[config.mk]
export PLATFORM = sky130hd
export DESIGN_NAME = ace_snapshot_packer
export DESIGN_NICKNAME = d
export VERILOG_FILES = /design/src/rtl/jupiter_pkg.sv /design/src/rtl/ace_pack_outreg.sv /design/src/rtl/ace_snapshot_packer.sv
export SDC_FILE = /design/constraint.sdc
export NUM_CORES = 1
export LEC_CHECK = 0
export CORE_MARGIN = 5
export CORE_UTILIZATION = 30
export DETAILED_ROUTE_END_ITERATION = 6
export GPL_TIMING_DRIVEN = 0
export MAX_ROUTING_LAYER = met4
export PLACE_DENSITY = 0.55
export SKIP_CTS_REPAIR_TIMING = 1
export SLEW_MARGIN = 10
export SYNTH_ARGS = -nofsm -noshare
export SYNTH_HDL_FRONTEND = slang
export SYNTH_SLANG_ARGS = --single-unit
[constraint.sdc]
create_clock -name clk_sys -period 2.8 [get_ports clk_sys]
set_input_delay 0.42 -clock clk_sys [delete_from_list [all_inputs] [get_ports clk_sys]]
set_output_delay 0.42 -clock clk_sys [all_outputs]
set_load 0.01 [all_outputs]
[src/rtl/jupiter_pkg.sv]
// Shared Jupiter Ace constants, packer state encoding and run-flush helper.
package jupiter_pkg;

  localparam logic [7:0]  ACE_ESC      = 8'hED;
  localparam logic [15:0] ACE_RAM_BASE = 16'h2000;
  localparam logic [7:0]  ACE_MAX_RUN  = 8'hFF;

  typedef enum logic [3:0] {
    IDLE,
    READ,
    WAIT,
    CMP,
    LIT,
    ESC_ED,
    ESC_CNT,
    ESC_VAL,
    END_ED,
    END_00,
    DONE
  } ace_pack_state_e;

  // A run goes out as an escape triple when it is long enough to pay off,
  // or when the byte is the escape code itself (a bare ED would be misread).
  function automatic logic ace_run_is_esc(input logic [7:0] cur,
                                          input logic [7:0] len,
                                          input int         min_run);
    return (int'(len) >= min_run) || (cur == ACE_ESC);
  endfunction

endpackage

[src/rtl/ace_pack_outreg.sv]
// Output holding register for the packed byte stream. Data and valid are
// registered so out_valid never depends on the consumer's ready.
module ace_pack_outreg (
  input  logic       clk_sys,
  input  logic       reset,
  input  logic       i_load,
  input  logic       i_clear,
  input  logic [7:0] i_data,
  input  logic       i_ready,
  output logic [7:0] o_data,
  output logic       o_valid,
  output logic       o_accept
);

  logic [7:0] r_data;
  logic       r_valid;

  // Load wins over clear; data only moves on a load, so it is stable while stalled.
  always_ff @(posedge clk_sys) begin
    if (reset) begin
      r_valid <= 1'b0;
      r_data  <= 8'h00;
    end else if (i_load) begin
      r_valid <= 1'b1;
      r_data  <= i_data;
    end else if (i_clear) begin
      r_valid <= 1'b0;
    end
  end

  assign o_data   = r_data;
  assign o_valid  = r_valid;
  assign o_accept = r_valid && i_ready;

endmodule

[src/rtl/ace_snapshot_packer.sv]
// Packs Ace RAM START_ADDR..END_ADDR into the .ACE run-length stream:
// literals, ED,n,b for runs, ED,00 as terminator.
module ace_snapshot_packer
  import jupiter_pkg::*;
#(
  parameter logic [15:0] START_ADDR = ACE_RAM_BASE,
  parameter logic [15:0] END_ADDR   = 16'hFFFF,
  parameter int          MIN_RUN    = 4
) (
  input  logic        clk_sys,
  input  logic        reset,
  input  logic        start,
  output logic        busy,
  output logic        done,
  output logic        cpu_hold,
  output logic [15:0] mem_addr,
  output logic        mem_rd,
  input  logic [7:0]  mem_dout,
  output logic [7:0]  out_data,
  output logic        out_valid,
  input  logic        out_ready,
  output logic [16:0] out_len
);

  // 17-bit address space so END_ADDR=FFFF ends at 10000 instead of wrapping.
  localparam logic [16:0] START_EXT = {1'b0, START_ADDR};
  localparam logic [16:0] END_EXT   = {1'b0, END_ADDR};

  ace_pack_state_e r_state, w_state_nxt;

  logic [16:0] r_addr;      // next address to read
  logic [7:0]  r_cur;       // byte of the run being built
  logic [7:0]  r_len;       // its length, 1..255
  logic [7:0]  r_nxt;       // byte that broke the run, waiting for the flush
  logic [7:0]  r_cnt;       // literal copies still to emit
  logic        r_have;      // r_cur/r_len hold a run
  logic        r_pend;      // r_nxt must start the next run after the flush
  logic [16:0] r_out_len;

  logic       w_more, w_same, w_accept, w_start_acc;
  logic       w_load, w_clear;
  logic [7:0] w_ld_data;
  logic       w_fl_go, w_fl_end;
  logic [7:0] w_fl_cur, w_fl_len;
  logic       w_take, w_grow, w_split, w_promote, w_cnt_dec;

  assign w_more      = (r_addr <= END_EXT);
  assign w_same      = r_have && (mem_dout == r_cur) && (r_len != ACE_MAX_RUN);
  assign w_start_acc = (r_state == IDLE) && start;

  ace_pack_outreg u_outreg (
    .clk_sys  (clk_sys),
    .reset    (reset),
    .i_load   (w_load),
    .i_clear  (w_clear),
    .i_data   (w_ld_data),
    .i_ready  (out_ready),
    .o_data   (out_data),
    .o_valid  (out_valid),
    .o_accept (w_accept)
  );

  // State register.
  always_ff @(posedge clk_sys) begin
    if (reset) r_state <= IDLE;
    else       r_state <= w_state_nxt;
  end

  // Next state, read strobe and the byte to load into the output register.
  // WAIT keeps reading back-to-back while the run continues; a run break or
  // the end of memory goes through CMP, which starts the flush.
  always_comb begin
    w_state_nxt = r_state;
    mem_rd      = 1'b0;
    done        = 1'b0;
    w_load      = 1'b0;
    w_clear     = 1'b0;
    w_ld_data   = r_cur;
    w_fl_go     = 1'b0;
    w_fl_end    = 1'b0;
    w_fl_cur    = r_cur;
    w_fl_len    = r_len;
    w_take      = 1'b0;
    w_grow      = 1'b0;
    w_split     = 1'b0;
    w_promote   = 1'b0;
    w_cnt_dec   = 1'b0;

    unique case (r_state)
      IDLE: if (start) w_state_nxt = READ;
      READ: begin
        mem_rd      = 1'b1;
        w_state_nxt = WAIT;
      end
      WAIT: begin
        if (!r_have)     w_take  = 1'b1;
        else if (w_same) w_grow  = 1'b1;
        else             w_split = 1'b1;
        if (!w_split && w_more) mem_rd = 1'b1;
        else                    w_state_nxt = CMP;
      end
      CMP: w_fl_go = 1'b1;
      LIT: if (w_accept) begin
        if (r_cnt != 8'd1) begin
          w_cnt_dec = 1'b1;
          w_load    = 1'b1;
          w_ld_data = r_cur;
        end else begin
          w_fl_end = 1'b1;
        end
      end
      ESC_ED: if (w_accept) begin
        w_state_nxt = ESC_CNT;
        w_load      = 1'b1;
        w_ld_data   = r_len;
      end
      ESC_CNT: if (w_accept) begin
        w_state_nxt = ESC_VAL;
        w_load      = 1'b1;
        w_ld_data   = r_cur;
      end
      ESC_VAL: if (w_accept) w_fl_end = 1'b1;
      END_ED: if (w_accept) begin
        w_state_nxt = END_00;
        w_load      = 1'b1;
        w_ld_data   = 8'h00;
      end
      END_00: if (w_accept) begin
        w_state_nxt = DONE;
        w_clear     = 1'b1;
      end
      DONE: begin
        done        = 1'b1;
        w_state_nxt = IDLE;
      end
      default: w_state_nxt = IDLE;
    endcase

    // A flush just finished: continue reading, flush the held byte as the
    // final one-byte run, or terminate.
    if (w_fl_end) begin
      if (r_pend) begin
        w_promote = 1'b1;
        if (w_more) begin
          w_state_nxt = READ;
          w_clear     = 1'b1;
        end else begin
          w_fl_go  = 1'b1;
          w_fl_cur = r_nxt;
          w_fl_len = 8'd1;
        end
      end else begin
        w_state_nxt = END_ED;
        w_load      = 1'b1;
        w_ld_data   = ACE_ESC;
      end
    end

    // Start flushing (w_fl_cur, w_fl_len) with its first byte.
    if (w_fl_go) begin
      w_load = 1'b1;
      if (ace_run_is_esc(w_fl_cur, w_fl_len, MIN_RUN)) begin
        w_state_nxt = ESC_ED;
        w_ld_data   = ACE_ESC;
      end else begin
        w_state_nxt = LIT;
        w_ld_data   = w_fl_cur;
      end
    end
  end

  // Address counter and run tracking.
  always_ff @(posedge clk_sys) begin
    if (reset) begin
      r_addr <= START_EXT;
      r_cur  <= 8'h00;
      r_len  <= 8'h00;
      r_nxt  <= 8'h00;
      r_cnt  <= 8'h00;
      r_have <= 1'b0;
      r_pend <= 1'b0;
    end else begin
      if (w_start_acc) begin
        r_addr <= START_EXT;
        r_have <= 1'b0;
        r_pend <= 1'b0;
      end
      if (mem_rd) r_addr <= r_addr + 17'd1;
      if (w_take) begin
        r_cur  <= mem_dout;
        r_len  <= 8'd1;
        r_have <= 1'b1;
      end
      if (w_grow) r_len <= r_len + 8'd1;
      if (w_split) begin
        r_nxt  <= mem_dout;
        r_pend <= 1'b1;
      end
      if (w_promote) begin
        r_cur  <= r_nxt;
        r_len  <= 8'd1;
        r_pend <= 1'b0;
      end
      if (w_fl_go)        r_cnt <= w_fl_len;
      else if (w_cnt_dec) r_cnt <= r_cnt - 8'd1;
    end
  end

  // Emitted-byte counter, restarted by each accepted start.
  always_ff @(posedge clk_sys) begin
    if (reset)            r_out_len <= 17'd0;
    else if (w_start_acc) r_out_len <= 17'd0;
    else if (w_accept)    r_out_len <= r_out_len + 17'd1;
  end

  assign busy     = (r_state != IDLE);
  assign cpu_hold = busy;
  assign mem_addr = r_addr[15:0];
  assign out_len  = r_out_len;

endmodule

# [Yosys cells after proc, flatten, opt, wreduce, memory -nomap -nowiden]
# Cells that the tools add are included.
# Widths: inputs -> output; s select.
[totals] n_memories=0 inputBits=12 latch_bits=0 out_inout_bits=46 elab_cells=125 mem_bits_ro=0 ramBits=0 ff_bits=81
[op_classes] n_mux=72 multipliers=0 div=0 eq_ne=14 n_reduce_logical=21 addsub=4 n_lt_le_gt_ge=2 n_bitwise=0 shift=0
[op_table] operator="$mux 8" count=18
[op_table] operator="$mux 4" count=10
[op_table] operator="$mux 1" count=37
[op_table] operator="$add 17x1->17 const B" count=2
[op_table] operator="$mux 17" count=2
[op_table] operator="$pmux 4 s8" count=1
[op_table] operator="$le 17x16->1 const B" count=1
[op_table] operator="$eq 4x3->1 const B" count=4
[op_table] operator="$pmux 8 s2" count=1
[op_table] operator="$reduce_bool 2->1" count=7
[op_table] operator="$eq 4x4->1 const B" count=3
[op_table] operator="$add 8x1->8 const B" count=1
[op_table] operator="$eq 4x2->1 const B" count=2
[op_table] operator="$eq 8x8->1" count=1
[op_table] operator="$eq 8x8->1 const B" count=1
[op_table] operator="$ge 8x3->1 const B" count=1
[op_table] operator="$ne 8x1->1 const B" count=1
[op_table] operator="$ne 8x8->1 const B" count=1
[op_table] operator="$sub 8x1->8 const B" count=1
[op_table] operator="$pmux 1 s2" count=3
[op_table] operator="$reduce_or 3->1" count=2
[op_table] operator="$logic_and 1x1->1" count=5
[op_table] operator="$eq 4x1->1 const B" count=1
[op_table] operator="$logic_not 4->1" count=1
[op_table] operator="5 further kinds" count=6

# [Longest topological paths before layout]
[logic_depth] depth_word=14 depth_mapped=13 ltp_nobuf=11

# [By module]
# Synthesis repeated with hierarchy kept, for this count alone.
[hier_totals] hier_cells=554 hier_area_um2=4501.8
[modules_own_cells] mod="ace_snapshot_packer" seq_area_each_um2=1441.4 n_inst=1 cells_per_inst=523 area_per_inst_um2=4174.0
[modules_own_cells] mod="ace_pack_outreg" seq_area_each_um2=180.2 n_inst=1 cells_per_inst=31 area_per_inst_um2=327.8

# [Worst setup path after synthesis]
# OpenSTA, ideal clock, no wires.
[synth_path] path_kind="register -> register" from="register r_addr[0]" to="register u_outreg.r_data[1] (netlist: u_outreg.o_data[1])" required_ns=2.681 slack_ns=0.119 synth_period_minus_slack_ns=2.681 setup_ns=0.119 stages_incl_launch_ff=13 path_buffers=1 arrival_ns=2.562 path_cell_list="dfxtp_1 -> ha_1 -> nand3_1 -> nor3_1 -> nand4_1 -> nor2_1 -> ha_1 -> nand2b_1 -> o41ai_2 -> o22a_1 -> buf_2 -> or2_2 -> o221a_2"
[synth_between] elab_chain_cells=8 elab_cells_between_ends=16 cone_classes="order compare: 2; eq/ne: 1; mux: 12; reduce/logical: 1"
[synth_lines] element="start: declaration" line_no="ace_snapshot_packer.sv:31" source="logic [16:0] r_addr;"
[synth_lines] element="start signal: assignment" line_no="ace_snapshot_packer.sv:188" source="if (mem_rd) r_addr <= r_addr + 17'd1;"
[synth_lines] element="$le 17x16->1 *" line_no="ace_snapshot_packer.sv:47" source="assign w_more = (r_addr <= END_EXT);"
[synth_lines] element="$mux 8" line_no="ace_snapshot_packer.sv:144" source="if (w_more) begin"
[synth_lines] element="$mux 8" line_no="ace_snapshot_packer.sv:142" source="if (r_pend) begin"
[synth_lines] element="$mux 8" line_no="ace_snapshot_packer.sv:141" source="if (w_fl_end) begin"
[synth_lines] element="$ge 8x3->1 or $eq 8x8->1 (tied branches)" line_no="jupiter_pkg.sv:27" source="return (int'(len) >= min_run) || (cur == ACE_ESC);"
[synth_lines] element="$logic_or 1x1->1" line_no="jupiter_pkg.sv:27"
[synth_lines] element="$mux 8" line_no="ace_snapshot_packer.sv:162" source="if (ace_run_is_esc(w_fl_cur, w_fl_len, MIN_RUN)) begin"
[synth_lines] element="$mux 8" line_no="ace_snapshot_packer.sv:160" source="if (w_fl_go) begin"
[synth_lines] element="end signal: assignment" line_no="ace_pack_outreg.sv:25" source="r_data <= i_data;"
[synth_lines] element="end: declaration" line_no="ace_pack_outreg.sv:15" source="logic [7:0] r_data;"
# Mark *: on every way between the ends. The rest lies on a longest branch, timed or not.
# A chain may end at the register's enable or synchronous reset.

# [Worst setup path in the final report]
[layout_path] from="register r_addr[1]" to="output port mem_rd"
[layout_between] elab_chain_cells=4
[layout_lines] element="$le 17x16->1" line_no="ace_snapshot_packer.sv:47"
[layout_lines] element="$logic_and 1x1->1" line_no="ace_snapshot_packer.sv:99" source="if (!w_split && w_more) mem_rd = 1'b1;"
[layout_lines] element="$mux 1" line_no="ace_snapshot_packer.sv:99"
[layout_lines] element="$pmux 1 s2" line_no="ace_snapshot_packer.sv:89" source="unique case (r_state)"
[layout_lines] element="end: declaration" line_no="ace_snapshot_packer.sv:17" source="output logic mem_rd,"
# No other way between the ends.

==> metrics.txt <==
cells on worst reg2reg path=12; die area=17650 um2; Distinct cells, synth=61; required time of the critical path=2380 ps; register area share after synthesis=35.81%; GRT busiest layer=met2; chip height=132.9 um; relative slew slack=34.46%; Min Hold Slack=497.5 ps; filler instances=1550; Worst Setup Path Type=reg -> out; hpwl dp=9827 um; final std cells w/o fill=837; # IOs=58; Synth Flop Type=dfxtp_1; largest net degree at the start of global routing=15; row count=45; leakage power=0.002049 uW; Critical-path top delay cell=o41a_4; Clock transition at path regs=70 ps; Warnings, synthesis=0; grt met2 use=23.98%; CP endpoint kind=output pin; Vias=4523; antenna diode instance count=0; skew final=8.638 ps; Final TNS setup=-262.4 ps; GR Util All Layers=15.35%; initial antenna violation count=0; vias in the first global route=4197; worst vdd ir=0.2873 mV; Antenna Violating Nets Remaining=0; IO buf count=57; Slew Limit Fails=0; routed length per instance=16.13 um; global-route wire length before repair=21510 um; CTS Buffer Depth=2; Area growth syn-to-layout=31.67%; Post-Place Cells=806; drt first pass iters=5; Final nets=662; CTS buffer count=9; pre-CTS setup slack=-896.2 ps; crit share post-route=104.9%; Post-synth ARST share=0%; fmax=0.3406 GHz; Synth Area per Inst=8.071 um2; initial core utilization=30.23%; DRC viols=0; crit path launch type=flop; final setup fails=6; fin util=39.81%; Clock Latency Late Sink=350 ps; HP Class=reg -> reg; CP Cell Sequence=ha_4 > nand3_4 > nor3_4 > nand4_1 > nor2_1 > ha_2 > buf_4 > o41a_4 > a31oi_4 > nor2_4 > buf_6; Data arrival, critical path=2520 ps; Final WS setup=-136.3 ps; number of max-cap violations=0; layout cells sized above 1=15.10%; DR vias/cell=5.404; routability-driven placement congestion ratio=0.8504; CTS tree=built; wirelength, routed=13500 um; met1 GRT Util=19.14%; Syn Nets=579; met3 GRT Util=2.928%; Synth Instances=561; max incr delay on CP=490 ps; PwrDens=490.6 nW/um2; status=complete, but fails checks; final hold viol count=0; most frequent cells in the layout=dfxtp_1, nand2_1, nor2_1; Congestion Overflow GR=0; commonest non-fill, non-tap cell in the layout=dfxtp_1; crit path max fanout=4; Std-Cell Core Area=14980 um2; WHS Path Cells=2; die width=132.9 um; DRT iter0 DRCs=199; Worst-Margin Slew=979.5 ps; CTS sink count=81; Final Critical Period=2936 ps; EDFF count, synth=0; Yosys reg bits=81; CTS HTree Levels=3; RSZ-0062 raised after global routing=yes; Cell Area, Synth=4528 um2; failing checks=setup timing; Root Driver=clkbuf_16
## per-layer routing
layer	share of wire (%)	vias up
li1	-	2215
met1	46	2157
met2	47	123
met3	4.5	28
met4	2.5	0
met5	0	-
## synth_stat cells, drive strengths merged, types with 3 or more instances
library cell	instances	share of area, %
nand2b	4	0.55
or2	6	0.83
nor2	68	5.6
o31ai	8	1.3
a22oi	5	0.83
nand2	72	6.0
o21ai	13	1.4
and3	5	0.69
nor3	12	1.3
o221ai	6	1.2
and2	4	0.55
or4	5	0.91
nor4	4	0.55
o311ai	6	1.2
nand3	18	2.0
a21oi	28	3.5
clkbuf	25	2.1
nor2b	4	0.55
mux2i	19	4.2
dfxtp	81	36
inv	8	0.66
nand4b	5	0.97
xor2	14	2.7
a31oi	12	1.8
buf	21	3.3
xnor2	14	2.7
a221oi	3	0.58
a211oi	11	1.8
ha	6	1.7
nand4	16	2.2
o21a	3	0.50
or3	16	2.2
a22o	8	1.5
## stage by stage
stage	power (uW)	area (um2)
after floorplan	1462	4528
after global placement	1594	5334
after detailed placement	1599	5334
after CTS	2918	5663
after global routing	3037	5962
final	2925	5962
## cells by family (layout without fill, tap and decap cells)
kind of cell / Yosys count / after routing / synth area share [%]
adder cells (fa/ha/maj): 6 / 6 / 1.658
AO/OA/AOI/OAI: 126 / 126 / 20.56
multiplexers: 19 / 19 / 4.200
flip-flops: 81 / 81 / 35.81
buffers and inverters: 55 / 143 / 6.079
XOR/XNOR: 28 / 28 / 5.416
AND/OR/NAND/NOR: 246 / 246 / 26.28
## sequential cells by signal, indices dropped and copies added, names as in the netlist
| name | count |
|---|---|
| out_len | 17 |
| r_have | 1 |
| r_len | 8 |
| r_addr | 17 |
| u_outreg.o_data | 8 |
| r_pend | 1 |
| r_cnt | 8 |
| r_state | 4 |
| r_cur | 8 |
| u_outreg.o_valid | 1 |
| r_nxt | 8 |
## area by class of cell
cell class                      instances  area, um2  share of cell area [%]
Sequential cell                        81       1632                   27.37
Buffer                                 45      251.5                   4.218
Clock inverter                          6      90.09                   1.511
Clock buffer                           10      239.0                   4.008
Tap cell                              188      235.2                   3.945
Inverter                                9      33.78                  0.5666
Timing Repair Buffer                   73      695.7                   11.67
Multi-Input combinational cell        425       2785                   46.72
## power by group
group          internal, uW  switching (uW)
clock                   808             500
sequential             1180            37.2
combinational           176             224
total                  2160             761
## final timing paths
path / startpoint / end / slack (ps)
hold / removal: u_outreg.o_data[6]$_SDFFE_PP0P_ / u_outreg.o_data[6]$_SDFFE_PP0P_ / 500
setup / recovery: r_addr[1]$_SDFFE_PP0P_ / mem_rd / -140
setup reg to reg: r_addr[1]$_SDFFE_PP0P_ / u_outreg.o_data[5]$_SDFFE_PP0P_ / -50
hold reg to reg: u_outreg.o_data[6]$_SDFFE_PP0P_ / u_outreg.o_data[6]$_SDFFE_PP0P_ / 500
## critical path, delay by kind of cell (launching register included)
family / cells / cell delay, ps
AND/OR/NAND/NOR: 5 / 430
flip-flops: 1 / 360
adder cells (fa/ha/maj): 2 / 390
AO/OA/AOI/OAI: 2 / 700
buffers and inverters: 2 / 290
Power figures use the tool's default switching activity.
